`config.mk`:
```
export PLATFORM = sky130hd
export DESIGN_NAME = vscale_htif_pcr_host
export DESIGN_NICKNAME = d
export VERILOG_FILES = /design/src/rtl/vscale_htif_pcr_host.sv
export SDC_FILE = /design/constraint.sdc
export NUM_CORES = 1
export LEC_CHECK = 0
export CORE_UTILIZATION = 48
export CTS_BUF_LIST = sky130_fd_sc_hd__clkbuf_2
export CTS_CLUSTER_DIAMETER = 80
export DETAILED_ROUTE_END_ITERATION = 8
export PLACE_DENSITY = 0.82
export SYNTH_ARGS = -nofsm -noshare
export SYNTH_HDL_FRONTEND = slang
export SYNTH_SLANG_ARGS = --single-unit
```
`constraint.sdc`:
```
create_clock -name clk -period 2.53 [get_ports clk]
set_input_delay 0.3795 -clock clk [delete_from_list [all_inputs] [get_ports clk]]
set_output_delay 0.3795 -clock clk [all_outputs]
set_load 0.02 [all_outputs]
```
`src/rtl/vscale_htif_pcr_host.sv`:
```
// Host-side HTIF PCR initiator: polls tohost, clears it, and reports pass/fail.
// It also forwards one external CSR command at a time.
module vscale_htif_pcr_host #(
   parameter int                ADDR_W        = 12,
   parameter int                DATA_W        = 64,
   parameter logic [ADDR_W-1:0] TOHOST_ADDR   = 12'h780,
   parameter int                POLL_INTERVAL = 16,
   parameter int                TIMEOUT       = 1024
) (
   input  logic              clk,
   input  logic              reset,
   output logic              htif_pcr_req_valid,
   input  logic              htif_pcr_req_ready,
   output logic              htif_pcr_req_rw,
   output logic [ADDR_W-1:0] htif_pcr_req_addr,
   output logic [DATA_W-1:0] htif_pcr_req_data,
   input  logic              htif_pcr_resp_valid,
   output logic              htif_pcr_resp_ready,
   input  logic [DATA_W-1:0] htif_pcr_resp_data,
   input  logic              cmd_valid,
   output logic              cmd_ready,
   input  logic              cmd_rw,
   input  logic [ADDR_W-1:0] cmd_addr,
   input  logic [DATA_W-1:0] cmd_wdata,
   output logic              cmd_rsp_valid,
   output logic [DATA_W-1:0] cmd_rsp_data,
   output logic              done,
   output logic              pass,
   output logic [DATA_W-2:0] fail_code,
   output logic              timeout_err
);

   localparam int PW = $clog2(POLL_INTERVAL + 1);
   localparam int TW = $clog2(TIMEOUT + 1);
   localparam logic [PW-1:0] POLL_RELOAD  = PW'(POLL_INTERVAL - 1);
   localparam logic [TW-1:0] TIMEOUT_LAST = TW'(TIMEOUT - 1);

   typedef enum logic [2:0] {IDLE, REQ, RESP, CLEAR_REQ, CLEAR_RESP, HALT} state_t;

   state_t            state, state_next;
   logic [PW-1:0]     poll_cnt;
   logic [TW-1:0]     to_cnt;
   logic              src_ext;
   logic              req_rw;
   logic [ADDR_W-1:0] req_addr;
   logic [DATA_W-1:0] req_data;
   logic [DATA_W-1:0] latched;
   logic              cmd_take, poll_go, busy, to_hit, req_fire, resp_fire;

   assign htif_pcr_req_valid  = (state == REQ) || (state == CLEAR_REQ);
   assign htif_pcr_resp_ready = (state == RESP) || (state == CLEAR_RESP);
   assign htif_pcr_req_rw     = htif_pcr_req_valid ? req_rw : 1'b0;
   assign htif_pcr_req_addr   = htif_pcr_req_valid ? req_addr : '0;
   assign htif_pcr_req_data   = htif_pcr_req_valid ? req_data : '0;
   assign cmd_ready           = cmd_take;

   // A finished response takes priority over a timeout landing on the same cycle.
   always_comb begin
      state_next = state;
      cmd_take   = 1'b0;
      poll_go    = 1'b0;
      req_fire   = htif_pcr_req_valid && htif_pcr_req_ready;
      resp_fire  = htif_pcr_resp_ready && htif_pcr_resp_valid;
      busy       = (state == REQ) || (state == RESP) || (state == CLEAR_REQ) || (state == CLEAR_RESP);
      to_hit     = busy && (to_cnt >= TIMEOUT_LAST);
      case (state)
         IDLE: begin
            if (cmd_valid) begin
               cmd_take   = 1'b1;
               state_next = REQ;
            end else if ((poll_cnt == '0) && !done) begin
               poll_go    = 1'b1;
               state_next = REQ;
            end
         end
         REQ: begin
            if (to_hit)        state_next = HALT;
            else if (req_fire) state_next = RESP;
         end
         RESP: begin
            if (resp_fire)
               state_next = (src_ext || (htif_pcr_resp_data == '0)) ? IDLE : CLEAR_REQ;
            else if (to_hit)
               state_next = HALT;
         end
         CLEAR_REQ: begin
            if (to_hit)        state_next = HALT;
            else if (req_fire) state_next = CLEAR_RESP;
         end
         CLEAR_RESP: begin
            if (resp_fire)   state_next = IDLE;
            else if (to_hit) state_next = HALT;
         end
         default: state_next = HALT;
      endcase
   end

   always_ff @(posedge clk) begin
      if (reset) begin
         state         <= IDLE;
         poll_cnt      <= POLL_RELOAD;
         to_cnt        <= '0;
         src_ext       <= 1'b0;
         req_rw        <= 1'b0;
         req_addr      <= '0;
         req_data      <= '0;
         latched       <= '0;
         cmd_rsp_valid <= 1'b0;
         cmd_rsp_data  <= '0;
         done          <= 1'b0;
         pass          <= 1'b0;
         fail_code     <= '0;
         timeout_err   <= 1'b0;
      end else begin
         state         <= state_next;
         cmd_rsp_valid <= 1'b0;
         if ((state == IDLE) && (poll_cnt != '0))
            poll_cnt <= poll_cnt - PW'(1);
         if (poll_go) begin
            poll_cnt <= POLL_RELOAD;
            src_ext  <= 1'b0;
            req_rw   <= 1'b0;
            req_addr <= TOHOST_ADDR;
            req_data <= '0;
         end
         if (cmd_take) begin
            src_ext  <= 1'b1;
            req_rw   <= cmd_rw;
            req_addr <= cmd_addr;
            req_data <= cmd_rw ? cmd_wdata : '0;
         end
         // The clearing write is staged here so CLEAR_REQ presents it immediately.
         if ((state == RESP) && resp_fire) begin
            if (src_ext) begin
               cmd_rsp_valid <= 1'b1;
               cmd_rsp_data  <= htif_pcr_resp_data;
            end else if (htif_pcr_resp_data != '0) begin
               latched  <= htif_pcr_resp_data;
               req_rw   <= 1'b1;
               req_addr <= TOHOST_ADDR;
               req_data <= '0;
            end
         end
         if ((state == CLEAR_RESP) && resp_fire) begin
            done      <= 1'b1;
            pass      <= (latched == DATA_W'(1));
            fail_code <= (latched == DATA_W'(1)) ? '0 : latched[DATA_W-1:1];
         end
         if (((state_next == REQ) && (state != REQ)) || ((state_next == CLEAR_REQ) && (state != CLEAR_REQ)))
            to_cnt <= '0;
         else if (busy)
            to_cnt <= to_cnt + TW'(1);
         if ((state_next == HALT) && (state != HALT))
            timeout_err <= 1'b1;
      end
   end

endmodule
```
==> results_dict.tcl <==
set metrics [dict create \
    synthMostInstantiatedCell "dfxtp_1" \
    min_period_ns 2.42 \
    power_mw 9.44 \
    post-place-cells 1948 \
    hold_path.class "in -> reg" \
    nFillCells 1790 \
    ant_nets 0 \
    r2r_end "to_cnt[2]" \
    drive_gt1_share_pct 19.0 \
    dp_hpwl_um 25300 \
    dr.pass1.iters 5 \
    drt_iter0_drc 954 \
    r2r_start "poll_cnt[0]" \
    antenna_found_initial 3 \
    area_delta_synth_final_pct 44.5 \
    slew_viol_final 0 \
    num_rows 55 \
    clock_sinks 292 \
    internal_power_mw 6.73 \
    setup_violations 0 \
    synth_seq_cells 292 \
    wire_per_inst_um 17.8 \
    overflow 0 \
    cts_tree "yes" \
    p_clk_share_pct 35.0 \
    hold_path_end "req_addr[11]" \
    cp.arrival_ns 2.05 \
    p_leak_nw 6.30 \
    cts_buffer_depth 3 \
    route.detailed.drc 0 \
    met3_usage_pct 11.3 \
    fp.coreArea_um2 22800 \
    maxSlewHeadroom_pct 57.5 \
    whs_ns 0.150 \
    clkSlewWorstSetupHoldPaths_ns 0.10 \
    worstPathMaxFanout 19 \
    hold_viol_final 0 \
    synth.cell_area_um2 11300 \
    yosysUniqueCellTypes 43 \
    cts_buffers 74 \
    cp.required_ns 2.15 \
    pwr-share-comb_pct 14.0 \
    finalInstanceArea_um2 16300 \
    grt_pass1_vias 10900 \
    use_met1_pct 32.7 \
    portBuffers 356 \
    startpoint_type "register" \
    tightest_slew_ns 0.632 \
    syn_nets 1415 \
    power.switching_mw 2.71 \
    seq_area_frac_synth_pct 51.9 \
    synth_commonest_cells "dfxtp_1, nor2_1, nand2_1" \
    synth_top_cell_by_area "dfxtp_1" \
    stdcell_count 2084 \
    rsz0062_at_grt "yes" \
    grt_max_degree 107 \
    synthArstFlopShare_pct 0 \
    finalCritPeriodShare_pct 95.8 \
    setup_tns_ns 0 \
    grt-busiest-layer "met2" \
    die_w_um 155 \
    clock_skew_ns 0.0911 \
    die-area_um2 24100 \
    status "complete, no violations" \
    cts_root_buf "clkbuf_2" \
    fmax_mhz 412 \
    path_class "reg -> out" \
    grt_usage_pct 30.1 \
    avgSynthCellArea_um2 8.89 \
    multi_input_area_um2 4980 \
    use_met2_pct 52.1 \
    yosysWarnings 0 \
    end_kind "primary output" \
    synth_area_leaders "dfxtp_1, a22oi_1, nor2_1" \
    swShare_pct 28.7 \
    drv_cap 0 \
    syn_inst 1267 \
    synth_top_area_share_pct 51.9 \
    viasPerCell 5.34 \
    ff2ff_path_depth 10 \
    nets 1864 \
    die_y_um 155 \
    initial_core_util_pct 49.3 \
    ff2ff_setup_slack_ns 0.18 \
    grt_pass1_wl_um 57000 \
    routabilityCongestion 0.862 \
    place_area_um2 15800 \
    pwr-share-seq_pct 51.0 \
    cts-htree-levels 3 \
    synth-edff-count 0 \
    irDropWorstVdd_mv 0.367 \
    finalWirelength_um 37100 \
    hold_path_startpoint "cmd_addr[11]" \
    synthFlopType "dfxtp_1" \
    vias 11100 \
    seq_area_um2 5850 \
    holdPathStages 3 \
    powerDensity_nw_per_um2 580 \
    clk-insertion-delay-late_ns 0.87 \
    io_pins 357 \
]
-- cell usage in the layout (no fill, tap or decap), types with 3 or more instances in the layout --
master / instances
clkdlybuf4s50_1: 275
a21oi_2: 6
clkinv_1: 10
and2_1: 77
mux2i_1: 65
xnor2_1: 11
a21oi_1: 77
a22oi_1: 128
buf_2: 59
a211oi_1: 3
a211oi_2: 10
buf_12: 12
inv_1: 9
clkbuf_2: 116
nand4_1: 12
nor2_1: 225
dfxtp_1: 291
diode_2: 3
nor4_1: 33
nor3_1: 8
buf_4: 103
nand2b_1: 4
xor2_1: 5
nand3_1: 13
nand2_1: 147
clkdlybuf4s15_1: 11
-- repair_timing --
action / CTS / global route
pin swaps: 0 / 0
hold buffers: 1 / 0
gates resized for setup: 283 / 21
endpoints found under the setup margin: 80 / 74
hold endpoints to repair: 21 / 0
gates cloned: 2 / 0
buffers inserted: 2 / 0
-- sequential cells by signal, summed over array words and instances, names as in the netlist --
signal and count:
cmd_rsp_data 64, to_cnt 11, done 1, pass 1, req_addr 12, latched 64, state 3, src_ext 1
cmd_rsp_valid 1, timeout_err 1, poll_cnt 5, fail_code 63, req_data 64, req_rw 1
-- area by class of cell --
| cell class | count | share of cell area (%) |
|---|---|---|
| sequential | 292 | 35.9 |
| multi-input combinational | 863 | 30.6 |
| timing repair buffer | 473 | 26.5 |
| clock buffer | 111 | 3.41 |
| tap | 313 | 2.41 |
| clock inverter | 17 | 0.807 |
| inverter | 12 | 0.323 |
| antenna | 3 | 0.0461 |
-- cells by family after synthesis --
kind of cell    count (synthesis)  share of synthesized area, %
fa+ha+maj                       2                         0.222
buf+inv                       112                          4.45
mux                            65                          5.78
flops                         292                          51.9
xor+xnor                       16                          1.24
simple gates                  538                          21.4
compound gates                242                          15.0
-- power groups by stage --
stage	Combinational [mW]	Sequential [mW]	Clock, mW
4_1_cts	1.32	4.81	3.40
3_3_place_gp	1.27	4.91	0
5_1_grt	1.43	4.83	3.63
3_5_place_dp	1.29	4.91	0
6_report	1.32	4.81	3.31
2_1_floorplan	0.632	4.90	0
-- worst max-delay path by stage --
stage	start	end	slack [ns]	cells past startpoint
final	state[2]	htif_pcr_req_addr[0]	0.11	6
after CTS	state[2]	htif_pcr_req_data[26]	-0.08	6
after global routing	state[2]	htif_pcr_req_addr[0]	-0.03	6
after global placement	htif_pcr_resp_data[43]	to_cnt[4]	-0.56	9
after floorplan	htif_pcr_resp_data[43]	to_cnt[0]	0.34	8
after detailed placement	htif_pcr_resp_data[46]	to_cnt[8]	-0.57	9
-- routing by layer --
metal,part of all wire [%],up-vias
li1,-,5294
met1,38,5248
met2,49,508
met3,10,75
met4,3.2,0
met5,0,-
-- per-stage QoR --
step | worst slack (ns) | utilization (%)
2_1_floorplan | 0.341 | -
3_3_place_gp | -0.561 | 69.1
3_5_place_dp | -0.574 | 69.1
4_1_cts | -0.0779 | 71.4
5_1_grt | -0.0306 | 71.3
6_report | 0.105 | 71.3
-- critical path, cell delays in order (launching register included) --
cell and delay, ns:
dfxtp_2 0.37, inv_2 0.07, nand2_4 0.08, clkinv_4 0.09
bufbuf_16 0.30, and2_1 0.16, clkbuf_4 0.17
(Power assumes the default switching activity.)
